`src/rtl/btn_pkg.sv`:
```
// Shared definitions for the push-button controller array:
// hold-FSM state encodings and a counter width helper.
package btn_pkg;

    typedef enum logic [1:0] {
        ST_IDLE    = 2'd0,
        ST_PRESSED = 2'd1,
        ST_HELD    = 2'd2
    } hold_st_t;

    // Bits needed to hold values 0..max_val.
    function automatic int cnt_w(input int max_val);
        return (max_val < 1) ? 1 : $clog2(max_val + 1);
    endfunction

endpackage

```
`src/rtl/button_channel.sv`:
```
// One button channel: 2-FF synchroniser, tick-based debounce,
// registered edge pulses and the long-press / auto-repeat FSM.
module button_channel
    import btn_pkg::*;
#(
    parameter int DB_SAMPLES   = 4,
    parameter int LONG_TICKS   = 50,
    parameter int REPEAT_TICKS = 10,
    parameter bit ACTIVE_LOW   = 1'b0
) (
    input  logic clk,
    input  logic reset_p,
    input  logic tick,
    input  logic btn,
    output logic btn_level,
    output logic btn_pe,
    output logic btn_ne,
    output logic btn_long,
    output logic btn_rpt
);

    localparam int DW   = cnt_w(DB_SAMPLES);
    localparam int HMAX = (LONG_TICKS > REPEAT_TICKS) ?
                          LONG_TICKS : REPEAT_TICKS;
    localparam int HW   = cnt_w(HMAX);

    localparam logic [DW-1:0] DB_LIM   = DW'(DB_SAMPLES);
    localparam logic [HW-1:0] LONG_LIM = HW'(LONG_TICKS);
    localparam logic [HW-1:0] RPT_LIM  = HW'(REPEAT_TICKS);

    logic          r_s1;
    logic          r_s2;
    logic [DW-1:0] r_db_cnt;
    logic          r_level;
    logic          r_level_d;
    logic          r_pe;
    logic          r_ne;
    hold_st_t      r_state;
    logic [HW-1:0] r_hold_cnt;
    logic          r_long;
    logic          r_rpt;

    logic          w_sync;
    logic          w_level_nx;
    logic [DW-1:0] w_db_nx;
    hold_st_t      w_state_nx;
    logic [HW-1:0] w_hold_nx;
    logic [HW-1:0] w_hold_inc;
    logic          w_long;
    logic          w_rpt;

    assign w_sync     = r_s2 ^ ACTIVE_LOW;
    assign w_hold_inc = (r_hold_cnt == '1) ? r_hold_cnt
                                           : r_hold_cnt + 1'b1;

    always_comb begin
        w_level_nx = r_level;
        w_db_nx    = r_db_cnt;
        if (tick) begin
            if (w_sync == r_level) begin
                w_db_nx = '0;
            end else if (r_db_cnt >= DB_LIM - 1'b1) begin
                w_level_nx = ~r_level;
                w_db_nx    = '0;
            end else begin
                w_db_nx = r_db_cnt + 1'b1;
            end
        end
    end

    always_ff @(posedge clk) begin
        if (reset_p) begin
            r_s1      <= ACTIVE_LOW;
            r_s2      <= ACTIVE_LOW;
            r_db_cnt  <= '0;
            r_level   <= 1'b0;
            r_level_d <= 1'b0;
            r_pe      <= 1'b0;
            r_ne      <= 1'b0;
        end else begin
            r_s1      <= btn;
            r_s2      <= r_s1;
            r_db_cnt  <= w_db_nx;
            r_level   <= w_level_nx;
            r_level_d <= r_level;
            r_pe      <= r_level & ~r_level_d;
            r_ne      <= ~r_level & r_level_d;
        end
    end

    always_ff @(posedge clk) begin
        if (reset_p) begin
            r_state    <= ST_IDLE;
            r_hold_cnt <= '0;
            r_long     <= 1'b0;
            r_rpt      <= 1'b0;
        end else begin
            r_state    <= w_state_nx;
            r_hold_cnt <= w_hold_nx;
            r_long     <= w_long;
            r_rpt      <= w_rpt;
        end
    end

    // The debounced next level gates the FSM so a release on a threshold tick wins.
    always_comb begin
        w_state_nx = r_state;
        w_hold_nx  = r_hold_cnt;
        if (!w_level_nx) begin
            w_state_nx = ST_IDLE;
            w_hold_nx  = '0;
        end else begin
            unique case (r_state)
                ST_IDLE: begin
                    if (r_pe) begin
                        w_state_nx = ST_PRESSED;
                        w_hold_nx  = '0;
                    end
                end
                ST_PRESSED: begin
                    if (tick) begin
                        if (w_hold_inc >= LONG_LIM) begin
                            w_state_nx = ST_HELD;
                            w_hold_nx  = '0;
                        end else begin
                            w_hold_nx = w_hold_inc;
                        end
                    end
                end
                ST_HELD: begin
                    if (tick && REPEAT_TICKS != 0) begin
                        if (w_hold_inc >= RPT_LIM) begin
                            w_hold_nx = '0;
                        end else begin
                            w_hold_nx = w_hold_inc;
                        end
                    end
                end
                default: begin
                    w_state_nx = ST_IDLE;
                    w_hold_nx  = '0;
                end
            endcase
        end
    end

    always_comb begin
        w_long = 1'b0;
        w_rpt  = 1'b0;
        if (w_level_nx && tick) begin
            if (r_state == ST_PRESSED && w_hold_inc >= LONG_LIM) begin
                w_long = 1'b1;
            end
            if (r_state == ST_HELD && REPEAT_TICKS != 0 &&
                w_hold_inc >= RPT_LIM) begin
                w_rpt = 1'b1;
            end
        end
    end

    assign btn_level = r_level;
    assign btn_pe    = r_pe;
    assign btn_ne    = r_ne;
    assign btn_long  = r_long;
    assign btn_rpt   = r_rpt;

endmodule

```
`src/rtl/button_cntr_array.sv`:
```
// N independent debounced button channels sharing one
// sample-tick divider.
module button_cntr_array
    import btn_pkg::*;
#(
    parameter int N_BTN        = 4,
    parameter int TICK_DIV     = 100000,
    parameter int DB_SAMPLES   = 4,
    parameter int LONG_TICKS   = 50,
    parameter int REPEAT_TICKS = 10,
    parameter bit ACTIVE_LOW   = 1'b0
) (
    input  logic             clk,
    input  logic             reset_p,
    input  logic [N_BTN-1:0] btn,
    output logic [N_BTN-1:0] btn_level,
    output logic [N_BTN-1:0] btn_pe,
    output logic [N_BTN-1:0] btn_ne,
    output logic [N_BTN-1:0] btn_long,
    output logic [N_BTN-1:0] btn_rpt
);

    localparam int            TW        = cnt_w(TICK_DIV - 1);
    localparam logic [TW-1:0] TICK_LAST = TW'(TICK_DIV - 1);

    logic [TW-1:0] r_tick_cnt;
    logic          w_tick;

    assign w_tick = (r_tick_cnt == TICK_LAST);

    always_ff @(posedge clk) begin
        if (reset_p) begin
            r_tick_cnt <= '0;
        end else if (w_tick) begin
            r_tick_cnt <= '0;
        end else begin
            r_tick_cnt <= r_tick_cnt + 1'b1;
        end
    end

    for (genvar g = 0; g < N_BTN; g++) begin : g_ch
        button_channel #(
            .DB_SAMPLES   (DB_SAMPLES),
            .LONG_TICKS   (LONG_TICKS),
            .REPEAT_TICKS (REPEAT_TICKS),
            .ACTIVE_LOW   (ACTIVE_LOW)
        ) u_ch (
            .clk       (clk),
            .reset_p   (reset_p),
            .tick      (w_tick),
            .btn       (btn[g]),
            .btn_level (btn_level[g]),
            .btn_pe    (btn_pe[g]),
            .btn_ne    (btn_ne[g]),
            .btn_long  (btn_long[g]),
            .btn_rpt   (btn_rpt[g])
        );
    end

endmodule

```
`config.mk`:
```
export PLATFORM = sky130hd
export DESIGN_NAME = button_cntr_array
export DESIGN_NICKNAME = d
export VERILOG_FILES = /design/src/rtl/btn_pkg.sv /design/src/rtl/button_channel.sv /design/src/rtl/button_cntr_array.sv
export SDC_FILE = /design/constraint.sdc
export NUM_CORES = 1
export LEC_CHECK = 0
export CAP_MARGIN = 30
export CORE_MARGIN = 5
export CORE_UTILIZATION = 37
export CTS_CLUSTER_SIZE = 25
export DETAILED_ROUTE_END_ITERATION = 12
export PLACE_DENSITY = 0.58
export SYNTH_ARGS = -nofsm -noshare
export SYNTH_HDL_FRONTEND = slang
export SYNTH_SLANG_ARGS = --single-unit
```
`constraint.sdc`:
```
create_clock -name clk -period 4.4 [get_ports clk]
set_clock_uncertainty 0.05 [all_clocks]
set_input_delay 0.88 -clock clk [delete_from_list [all_inputs] [get_ports clk]]
set_output_delay 0.88 -clock clk [all_outputs]
set_load 0.005 [all_outputs]
```
# Word level (Yosys, flattened, before mapping)
# Index checks and enable logic that the tools add are counted.
[classes]
addsub = 9
n_lt_le_gt_ge = 12
eq_ne = 33
muxes = 72
n_bitwise = 28
n_reduce_logical = 33
[op_table]
columns = ["cell", "n"]
rows = [
  ["$mux W6", 24],
  ["$pmux W6 S3", 4],
  ["$add A6 B1 Y6 const B", 4],
  ["$eq A6 B6 Y1 const B", 4],
  ["$ge A6 B4 Y1 const B", 4],
  ["$ge A6 B6 Y1 const B", 4],
  ["$mux W2", 12],
  ["$mux W3", 8],
  ["$pmux W2 S3", 4],
  ["$mux W1", 20],
  ["$ne A2 B1 Y1 const B", 10],
  ["$not A1 Y1", 20],
  ["$reduce_or A2 Y1", 9],
  ["$add A17 B1 Y17 const B", 1],
  ["$eq A17 B17 Y1 const B", 1],
  ["$reduce_and A4 Y1", 4],
  ["$add A3 B1 Y3 const B", 4],
  ["$ge A3 B2 Y1 const B", 4],
  ["$logic_and A1 B1 Y1", 12],
  ["$ne A2 B2 Y1 const B", 6],
  ["$reduce_and A3 Y1", 4],
  ["$and A1 B1 Y1", 8],
  ["$eq A2 B1 Y1 const B", 4],
  ["$eq A2 B2 Y1 const B", 4],
  ["other kinds (2)", 8],
]
[word_totals]
register_bits = 93
in_bits = 6

# Longest topological paths before layout
# Gate-level depths: netlist of the first run.
[depth]
word_depth = 7
depth_mapped = 10

# By module
# A second synthesis of the first run with hierarchy kept.
[unflattened]
cells_unflattened = 577
hier_area_um2 = 5083.6
[by_module_without_submodules]
columns = ["module", "instances", "cells_each", "area_per_inst_um2", "seq_area_each_um2"]
rows = [
  ["button_channel", 4, 122, 1076.0, 380.4],
  ["button_cntr_array", 1, 89, 779.5, 340.3],
]

# Worst setup path after synthesis of the first run
# No wires, ideal clock.
[synth_path]
path_type = "register to register"
start = "reg r_tick_cnt[8]"
end = "reg g_ch[0].u_ch.r_hold_cnt[1]"
setup_time_ps = 134
arrival_ps = 2260
t_required_ps = 4216
path_slack_ps = 1956
path_stages_with_launch = 9
n_path_buf = 2
synth_period_minus_slack_ps = 2444
path_cell_list = "dfxtp_1 > or4b_4 > or4_4 > buf_6 > clkbuf_1 > and3_1 > o21a_1 > o21ai_0 > o22ai_1"
[synth_via]
elab_chain_cells = 4
word_cells_on_any_way = 7
[synth_lines]
columns = ["element", "line", "source"]
rows = [
  ["start: declaration", "button_cntr_array.sv:26", "logic [TW-1:0] r_tick_cnt;"],
  ["start signal: assignment", "button_cntr_array.sv:37", "r_tick_cnt <= r_tick_cnt + 1'b1;"],
  ["$eq A17 B17 Y1 *", "button_cntr_array.sv:29", "assign w_tick = (r_tick_cnt == TICK_LAST);"],
  ["$mux W1", "button_channel.sv:59", "if (tick) begin"],
  ["$not A1 Y1 (no source line)", "-", ""],
  ["$reduce_or A2 Y1 (no source line)", "-", ""],
  ["end signal: assignment", "button_channel.sv:99", "r_hold_cnt <= w_hold_nx;"],
  ["end: declaration", "button_channel.sv:39", "logic [HW-1:0] r_hold_cnt;"],
]
# Every way passes the cells marked *; elsewhere a longest branch is shown, timed or not.
# A chain may end at the register's enable or synchronous reset.

# Final worst setup path of the first run
[layout_path]
start = "reg r_tick_cnt[8]"
end = "reg g_ch[3].u_ch.r_hold_cnt[3]"
[layout_via]
elab_chain_cells = 4
word_cells_on_any_way = 7
[layout_lines]
columns = ["element", "line"]
rows = [
  ["$eq A17 B17 Y1 *", "button_cntr_array.sv:29"],
  ["$mux W1", "button_channel.sv:59"],
  ["$not A1 Y1 (no source line)", "-"],
  ["$reduce_or A2 Y1 (no source line)", "-"],
  ["end signal: assignment", "button_channel.sv:99"],
  ["end: declaration", "button_channel.sv:39"],
]
# Marked as above.

==> results of run 1 <==
critical path: cells and delay by family, from the launching register on:
kind / cells / cell delay (ps)
AND/OR/NAND/NOR: 4 / 1540
flip-flops: 1 / 340
AO/OA/AOI/OAI: 2 / 710
sequential cells by signal, summed over array words and instances, names as in the netlist:
name / count
g_ch.u_ch.r_db_cnt: 12
g_ch.u_ch.r_s1: 4
g_ch.u_ch.r_hold_cnt: 24
g_ch.u_ch.r_s2: 4
g_ch.u_ch.r_level_d: 4
g_ch.u_ch.btn_long: 4
g_ch.u_ch.btn_rpt: 4
r_tick_cnt: 17
g_ch.u_ch.btn_level: 4
g_ch.u_ch.btn_ne: 4
g_ch.u_ch.btn_pe: 4
g_ch.u_ch.r_state: 8
metal layers:
| layer | GRT usage [%] | up-vias | wire [µm] |
|---|---|---|---|
| li1 | - | 2113 | - |
| met1 | 18.3 | 1957 | 5380 |
| met2 | 21.1 | 68 | 4800 |
| met3 | 3.42 | 16 | 380 |
| met4 | 4.54 | 0 | 170 |
| met5 | 0 | - | 0 |
logic make-up after synthesis:
| group | Yosys count | synth area share [%] |
|---|---|---|
| buf+inv | 72 | 7.11 |
| flops | 93 | 36.7 |
| xor+xnor | 20 | 3.46 |
| compound gates | 127 | 17.0 |
| simple gates | 251 | 27.1 |
| fa+ha+maj | 30 | 7.41 |
| mux | 6 | 1.23 |
power by group through the flow:
stage	combinational [mW]	clock, mW	sequential, mW
floorplan	0.0136	0	0.869
global placement	0.0219	0	0.869
detailed placement	0.0225	0	0.869
CTS	0.0226	0.856	0.850
global route	0.0252	0.888	0.850
finish	0.0219	0.832	0.850
worst paths after layout:
| check | end | cells after the start |
|---|---|---|
| hold / removal | g_ch[3].u_ch.btn_pe$_SDFF_PP0_ | 1 |
| setup / recovery | g_ch[3].u_ch.r_hold_cnt[3]$_SDFFE_PP0P_ | 6 |
| setup reg to reg | g_ch[3].u_ch.r_hold_cnt[3]$_SDFFE_PP0P_ | 6 |
| hold reg to reg | g_ch[3].u_ch.btn_pe$_SDFF_PP0_ | 1 |
stage by stage:
stage | cells | instance area [µm²]
4_1_cts | 772 | 5610
5_1_grt | 772 | 5610
6_report | 772 | 5610
3_3_place_gp | 756 | 5290
3_5_place_dp | 756 | 5290
2_1_floorplan | 599 | 5070
cell usage after synthesis (all sizes together), types with 5 or more instances:
| master | count |
|---|---|
| dfxtp | 93 |
| nor2 | 53 |
| nand2 | 45 |
| a21oi | 36 |
| ha | 30 |
| buf | 29 |
| inv | 26 |
| nor3 | 24 |
| nor2b | 23 |
| nand3 | 22 |
| clkbuf | 17 |
| o21ai | 16 |
| a211oi | 12 |
| and3 | 12 |
| xor2 | 12 |
| a31oi | 10 |
| and2 | 9 |
| nand2b | 9 |
| nand4 | 8 |
| xnor2 | 8 |
| or3 | 6 |
| a21o | 5 |
| and4 | 5 |
| nor3b | 5 |
| nor4 | 5 |
| o22ai | 5 |
layout make-up:
cell class	instances	area [µm²]	share of cell area (%)
clock buffers	11	233	4.15
clock inverters	5	83.8	1.49
repair buffers	27	265	4.73
well taps	176	220	3.93
flip-flops and latches	93	1860	33.2
multi-input cells	434	2850	50.8
inverters	26	97.6	1.74
==> results.md, run 1 <==
* Status: complete, no violations
* Min-delay worst type: reg2reg
* Area of the core at 0.0133 mm²
* Post-Syn Nets at 635
* Avg Cell Area, Syn at between 8 and 9 µm²
* RePlAce Congestion at around 0.8
* Worst Setup Path Type: reg2reg
* Clock tree buffer depth at 2
* Share of the yosys chip area belonging to registers at between 30% and 40%
* Final hold violation count at 0
* Yosys top cell area share at around 37%
* CTS Root Cell: clkbuf_16
* Area grow syn2layout at 10.6%
* Post-synthesis instance area at between 0.005 and 0.006 mm²
* Tot GR Track Use at between 10% and 20%
* Sequential fraction of design power at ~50%
* Finished Core Util at between 40% and 50%
* Gate power share at between 1 and 1.5%
* Antenna violations before repair at 0
* Post-synth EDFFs at 0
* Initial core utilization at 38.0%
* Worst EP arrival at approximately 3000 ps
* Drt pass-1 iters at 4
* Worst EP required at 4570 ps
* # H-tree levels at 3
* I/O Pins at 26
* Setup violations, final at 0
* Total chip power at about 1.7 mW
* Cell internal pwr at about 1.4 mW
* # fillers at ~1400
* Period utilization at between 60% and 70%
* Global-route wire length before repair at approximately 18000 µm
* Via count at around 4200
* Synth async-reset ratio at 0%
* TNS Setup at 0 ps
* Fmax at around 360 MHz
* Worst-path cell chain: or4b_4, or4_4, nor2_1, nand2_1, a21o_1, a2111oi_0
* Vias in the first global route at between 3000 and 4000
* Dpl hpwl at between 7000 and 8000 µm
* Drt initial violations at 290
* Wire length after detailed routing at approximately 11000 µm
* Final nets at ~630
* Post-synth top area cell: dfxtp_1
* CTS resizes at 0
* Switching part of the total power at between 20% and 30%
* DR vias/cell at 5.38
* Routed len/inst at between 10 and 15 µm
* Pin count of the biggest net entering global routing at 36
* Crit path from: r_tick_cnt[8]$_SDFF_PP0_
* WHS at roughly 360 ps
* RSZ-0062 raised after global routing: false
* Slew @ Worst Pin at 853 ps
* CTS tree: done
* Grt ovf at 0
* Post-CTS Hold Buffers at 0
* Die area at approximately 0.016 mm²
* Ant. Diodes at 0
* Placement Setup Slack at ~1600 ps
* Worst slew margin at between 40% and 50%
* Final min period at 2790 ps
* Flop2flop setup slack at between 1500 and 2000 ps
* DRC violations left at 0
* Min-delay src: g_ch[3].u_ch.r_level_d$_SDFF_PP0_
* Clk_lat worst skew at around 350 ps
* Final setup margin at between 1500 and 2000 ps
* Top FF cell, synth: dfxtp_1
* Unique masters post-synth at between 70 and 80
* Worst path slowest cell: or4_4
* Worst Setup End Kind: flop
* Share of cells above drive strength 1 at 5.87%
* Leading cell type in the layout, fill and taps excluded: dfxtp_1
* CTS Buf Count at 9
* Die Ht at ~130 µm
* I/O Buffers at 25
* Top post-synthesis cells by area: dfxtp_1 (37%), ha_1 (7.4%), nor2_1 (3.9%), a21oi_1 (3.5%), nand2_1 (3.3%)
* Psw at ~0.35 mW
* Detail Route Antenna Nets at 0
* Max VDD drop at around 0.18 mV
* RR Startpoint: r_tick_cnt[8]$_SDFF_PP0_
* Setup bufs post-CTS at 0
* Syn Inst Count at 599
* Clock power frac at between 40% and 50%
* Critical Path Fanout Max at 35
* Slowest stage delay, CP at roughly 750 ps
* Slew Limit Fails at 0
* Die X at approximately 130 µm
* Cell Pwr Density at ~300 mW/mm²
* Max cap viols at 0
* Synth warnings at 0
* Flops & latches, synth at between 90 and 100
* Row cnt at 42
* Total clock sinks at 93
* Most frequent cells in the layout: dfxtp_1 (93), nor2_1 (53), nand2_1 (45)
* Startpoint Class: flop
* Clock slew at reported path FFs at approximately 70 ps
* Leak at a little under 2 nW
No activity file was read; power rests on OpenSTA's default activity.
==> run 2, diff against run 1 <==
- PLACE_DENSITY: 0.58 -> 0.59
- clock period: 4.4 -> 2.4 ns (I/O delays scaled with it)
==> results.md, run 2 (synthesized netlist as in run 1, its figures left out) <==
* Max VDD drop at approximately 0.27 mV
* Clock power frac at ~45%
* Wire length after detailed routing at approximately 12000 µm
* Clock tree buffer depth at 2
* RePlAce Congestion at between 0.8 and 0.9
* Tot GR Track Use at approximately 14%
* Leading cell type in the layout, fill and taps excluded: dfxtp_1
* Status: finished with violations
* Worst slew margin at between 60% and 70%
* Ant. Diodes at 0
* Pin count of the biggest net entering global routing at 23
* Total chip power at roughly 2.9 mW
* Gate power share at around 1.5%
* Finished Core Util at approximately 46%
* Die area at roughly 0.016 mm²
* Leak at 2.31 nW
* Clk_lat worst skew at approximately 340 ps
* Final non-filler cell area at just over 0.006 mm²
* I/O Pins at 26
* Final min period at between 2000 and 2500 ps
* Clock slew at reported path FFs at approximately 60 ps
* Dpl hpwl at roughly 8400 µm
* Final nets at 681
* Cell internal pwr at 2.30 mW
* Worst EP arrival at approximately 2700 ps
* Via count at 4361
* Worst Setup Path Type: reg2reg
* Startpoint Class: flop
* RSZ-0062 raised after global routing: true
* Cell Pwr Density at between 400 and 500 mW/mm²
* Non-Filler Instances at roughly 830
* Area of the core at about 0.013 mm²
* I/O Buffers at 25
* Min-delay worst type: reg2reg
* Top Registers: g_ch.u_ch.r_hold_cnt (24), r_tick_cnt (17), g_ch.u_ch.r_db_cnt (12)
* Violated checks: setup timing
* Slew @ Worst Pin at between 500 and 600 ps
* DRC violations left at 0
* Grt ovf at 0
* Final hold violation count at 0
* Flop2flop setup slack at -40 ps
* Area of the multi-input gates at 0.00304 mm²
* Dpl cells at approximately 800
* TNS Setup at -46.1 ps
* CTS tree: done
* Die X at ~130 µm
* # H-tree levels at 3
* Drt pass-1 iters at 4
* Sequential fraction of design power at about 53%
* Slew Limit Fails at 0
* Fmax at around 410 MHz
* DR vias/cell at ~5.3
* Switching part of the total power at roughly a fifth
* Final setup margin at -44.9 ps
* Detail Route Antenna Nets at 0
* Routed len/inst at approximately 14 µm
* Die Ht at 127 µm
* Post-DP Area at about 0.0057 mm²
* Largest register FFs at 24
* # fillers at approximately 1300
* Period utilization at 102%
* Antenna violations before repair at 0
* CTS Buf Count at 9
* Row cnt at 42
* Initial core utilization at around 38%
* Max cap viols at 0
* Setup violations, final at 2
* Critical Path Fanout Max at 6
* WHS at ~360 ps
* Drt initial violations at ~230
* Worst EP required at 2630 ps
* Vias in the first global route at roughly 4200
* Area grow syn2layout at 22.2%
* Most frequent cells in the layout: dfxtp_1 (89), nor2_1 (53), buf_4 (51)
* Reg with most FFs: g_ch.u_ch.r_hold_cnt
* Seq. cell area at between 0.0015 and 0.002 mm²
* Global-route wire length before repair at about 19000 µm
* CTS Root Cell: clkbuf_16
* Total clock sinks at slightly above 90
* Worst Setup End Kind: flop
* Share of cells above drive strength 1 at between 10% and 20%
* Placement Setup Slack at -114 ps
* Psw at around 0.62 mW
-- run 2: critical path, cell delays in order, from the launching register on --
cell and delay (ps):
dfxtp_2 320, or4bb_4 530, or4_4 570, buf_12 160, o21ai_4 60, nand2b_4 70
or4b_4 510, a21oi_2 110
-- run 2: power groups by stage --
| stage | clock, mW | sequential [mW] | combinational, mW |
|---|---|---|---|
| after floorplan | 0 | 1.59 | 0.0249 |
| after global placement | 0 | 1.59 | 0.0419 |
| after detailed placement | 0 | 1.59 | 0.0429 |
| after CTS | 1.36 | 1.56 | 0.0433 |
| after global routing | 1.42 | 1.56 | 0.0480 |
| final | 1.32 | 1.56 | 0.0428 |
-- run 2: timing repair --
item,4_1_cts,5_1_grt
endpoints found under the setup margin,24,43
gates resized for setup,16,37
hold buffers,0,0
hold endpoints to repair,0,0
pin swaps,4,19
setup buffers,4,1
-- run 2: per-layer routing --
layer | global-route usage (%) | up-vias | wire length (µm)
met5 | 0 | - | 0
met4 | 3.66 | 0 | 104
met3 | 3.01 | 8 | 371
met2 | 25.2 | 55 | 5690
met1 | 17.1 | 2080 | 5370
li1 | - | 2218 | -
-- run 2: final timing paths --
kind | from | end | cells after the start
worst max register to register | r_tick_cnt[6]$_SDFF_PP0_ | g_ch[3].u_ch.r_hold_cnt[1]$_SDFFE_PP0P_ | 7
worst min-delay path | g_ch[3].u_ch.r_level_d$_SDFF_PP0_ | g_ch[3].u_ch.btn_pe$_SDFF_PP0_ | 1
worst min register to register | g_ch[3].u_ch.r_level_d$_SDFF_PP0_ | g_ch[3].u_ch.btn_pe$_SDFF_PP0_ | 1
worst max-delay path | r_tick_cnt[6]$_SDFF_PP0_ | g_ch[3].u_ch.r_hold_cnt[1]$_SDFFE_PP0P_ | 7
-- run 2: layout make-up --
type / instances / share of cell area (%)
clock buffer: 10 / 3.86
clock inverter: 5 / 0.586
inverter: 26 / 1.58
multi-input combinational: 434 / 49.0
sequential: 93 / 30.1
tap: 176 / 3.56
timing repair buffer: 81 / 11.2
==> run 3, diff against run 2 <==
- PLACE_DENSITY: 0.59 -> 0.58
- clock period: 2.4 -> 2.35 ns (I/O delays scaled with it)
==> results.md, run 3 (synthesized netlist as in run 1, its figures left out) <==
* Wire length after detailed routing at between 10000 and 15000 µm
* CTS Root Cell: clkbuf_16
* Reg with most FFs: g_ch.u_ch.r_hold_cnt
* WHS at 350 ps
* Top Registers: g_ch.u_ch.r_hold_cnt (24), r_tick_cnt (17), g_ch.u_ch.r_db_cnt (12)
* Worst-path cell chain: or4bb_4, or4_4, buf_6, o21ai_4, nand2b_4, or4b_4, a21oi_2
* Slew Limit Fails at 0
* # H-tree levels at 3
* Flop2flop setup slack at -100 ps
* Grt ovf at 0
* Status: finished with violations
* Worst Path Buf+Inv at 1
* I/O Pins at 26
* Share of cells above drive strength 1 at about a fifth
* Leading cell type in the layout, fill and taps excluded: dfxtp_1
* Max VDD drop at 0.360 mV
* Pin count of the biggest net entering global routing at 32
* Slowest stage delay, CP at approximately 570 ps
* Min-delay src: g_ch[3].u_ch.r_level_d$_SDFF_PP0_
* RePlAce Congestion at 0.834
* R2R Path End: g_ch[3].u_ch.r_hold_cnt[1]$_SDFFE_PP0P_
* Final min period at about 2500 ps
* Worst EP required at roughly 2600 ps
* Global-route wire length before repair at ~19000 µm
* Final setup margin at -101 ps
* RR Startpoint: r_tick_cnt[5]$_SDFF_PP0_
* Max cap viols at 0
* Fmax at about 410 MHz
* Ant. Diodes at 0
* Leak at roughly 2.4 nW
* Area of the core at between 0.01 and 0.015 mm²
* Die area at 0.0161 mm²
* Die X at around 130 µm
* Hold Path Sink: g_ch[3].u_ch.btn_pe$_SDFF_PP0_
* Clock tree buffer depth at 2
* Antenna violations before repair at 0
* Cell Pwr Density at ~470 mW/mm²
* Row cnt at 42
* RSZ-0062 raised after global routing: true
* Placement Setup Slack at -177 ps
* Total chip power at 2.96 mW
* I/O Buffers at 25
* Vias in the first global route at 4086
* Min-delay worst type: reg2reg
* # fillers at between 1000 and 1500
* Area grow syn2layout at 23.7%
* Largest register FFs at 24
* Worst slew margin at a little under three fifths
* Initial core utilization at about 38%
* Worst path slowest cell: or4_4
* Via count at around 4400
* Worst Setup Path Type: reg2reg
* TNS Setup at -675 ps
* Final nets at around 690
* Kind of cell adding the most delay to the critical path: simple AND/OR/NAND/NOR gates
* Clock slew at reported path FFs at roughly 60 ps
* Dpl hpwl at ~8000 µm
* Critical Path Fanout Max at 3
* Startpoint Class: flop
* Drt initial violations at approximately 220
* Period utilization at 104%
* Most frequent cells in the layout: dfxtp_1 (90), buf_4 (60), nor2_1 (53)
* Drt pass-1 iters at 4
* Hold path depth at 1
* Worst EP arrival at 2680 ps
* Final non-filler cell area at 0.00627 mm²
* Cells on worst reg2reg path at 7
* Post-DP Area at between 0.005 and 0.006 mm²
* Clk_lat worst skew at around 350 ps
* Setup violations, final at 23
* CTS Buf Count at 9
* Total clock sinks at 93
* Die Ht at 127 µm
* DRC violations left at 0
* Detail Route Antenna Nets at 0
* Slew @ Worst Pin at 667 ps
* Final hold violation count at 0
* Violated checks: setup timing
* DR vias/cell at roughly 5.3
* CTS tree: done
* Worst Setup End Kind: flop
* Routed len/inst at 13.4 µm
* Tot GR Track Use at around 14%
run 3: changes by cell type in the layout (fill, tap and decap cells not counted), sizes merged:
cell / change
buf: +10
a21o: +1
clkbuf: +1
clkinv: +1
clkinvlp: +1
inv: -1
run 3: worst register-to-register path, cell delays in order, from the launching register on:
cell      delay [ps]
dfxtp_2          320
or4bb_4          530
or4_4            570
buf_6            150
o21ai_4           70
nand2b_4          70
or4b_4           510
a21oi_2          120
run 3: worst max-delay path by stage:
| stage | endpoint | cells after the start | from |
|---|---|---|---|
| after CTS | g_ch[3].u_ch.r_hold_cnt[1]$_SDFFE_PP0P_ | 7 | r_tick_cnt[11]$_SDFF_PP0_ |
| after floorplan | g_ch[3].u_ch.r_hold_cnt[1]$_SDFFE_PP0P_ | 7 | r_tick_cnt[5]$_SDFF_PP0_ |
| after global routing | g_ch[3].u_ch.r_hold_cnt[1]$_SDFFE_PP0P_ | 7 | r_tick_cnt[5]$_SDFF_PP0_ |
| after global placement | g_ch[1].u_ch.r_hold_cnt[3]$_SDFFE_PP0P_ | 6 | r_tick_cnt[5]$_SDFF_PP0_ |
| final | g_ch[3].u_ch.r_hold_cnt[1]$_SDFFE_PP0P_ | 7 | r_tick_cnt[5]$_SDFF_PP0_ |
| after detailed placement | g_ch[1].u_ch.r_hold_cnt[3]$_SDFFE_PP0P_ | 6 | r_tick_cnt[5]$_SDFF_PP0_ |
run 3: repair_timing:
item,4_1_cts,5_1_grt
hold buffers,0,0
resized for setup,23,32
pin swaps,6,11
buffers inserted,8,4
setup endpoints to repair,36,43
gates cloned,0,1
run 3: where the power goes:
group	leakage (nW)	switching [mW]	internal, mW
registers	0.753	0.00534	1.59
clock network	0.132	0.614	0.715
logic	1.51	0.0230	0.0198
total	2.39	0.642	2.32
run 3: routing by layer:
metal / global-route usage [%] / up-vias / wire length, µm
met5: 0 / - / 0
met4: 4.98 / 0 / 221
met3: 2.71 / 19 / 510
met2: 22.0 / 101 / 5180
met1: 18.6 / 2047 / 5280
li1: - / 2247 / -
run 3: metrics by stage:
| step | cells | util (%) |
|---|---|---|
| 2_1_floorplan | 599 | - |
| 3_3_place_gp | 809 | 42.7 |
| 3_5_place_dp | 809 | 42.7 |
| 4_1_cts | 833 | 45.7 |
| 5_1_grt | 838 | 47.0 |
| 6_report | 838 | 47.0 |
run 3: cell type report:
| class | instances | area [µm²] | area share (%) |
|---|---|---|---|
| clock buffer | 10 | 229 | 3.65 |
| timing repair buffer | 92 | 776 | 12.4 |
| inverter | 26 | 97.6 | 1.56 |
| multi-input combinational | 435 | 3040 | 48.5 |
| clock inverter | 6 | 40.0 | 0.639 |
| tap | 176 | 220 | 3.51 |
| sequential | 93 | 1870 | 29.8 |
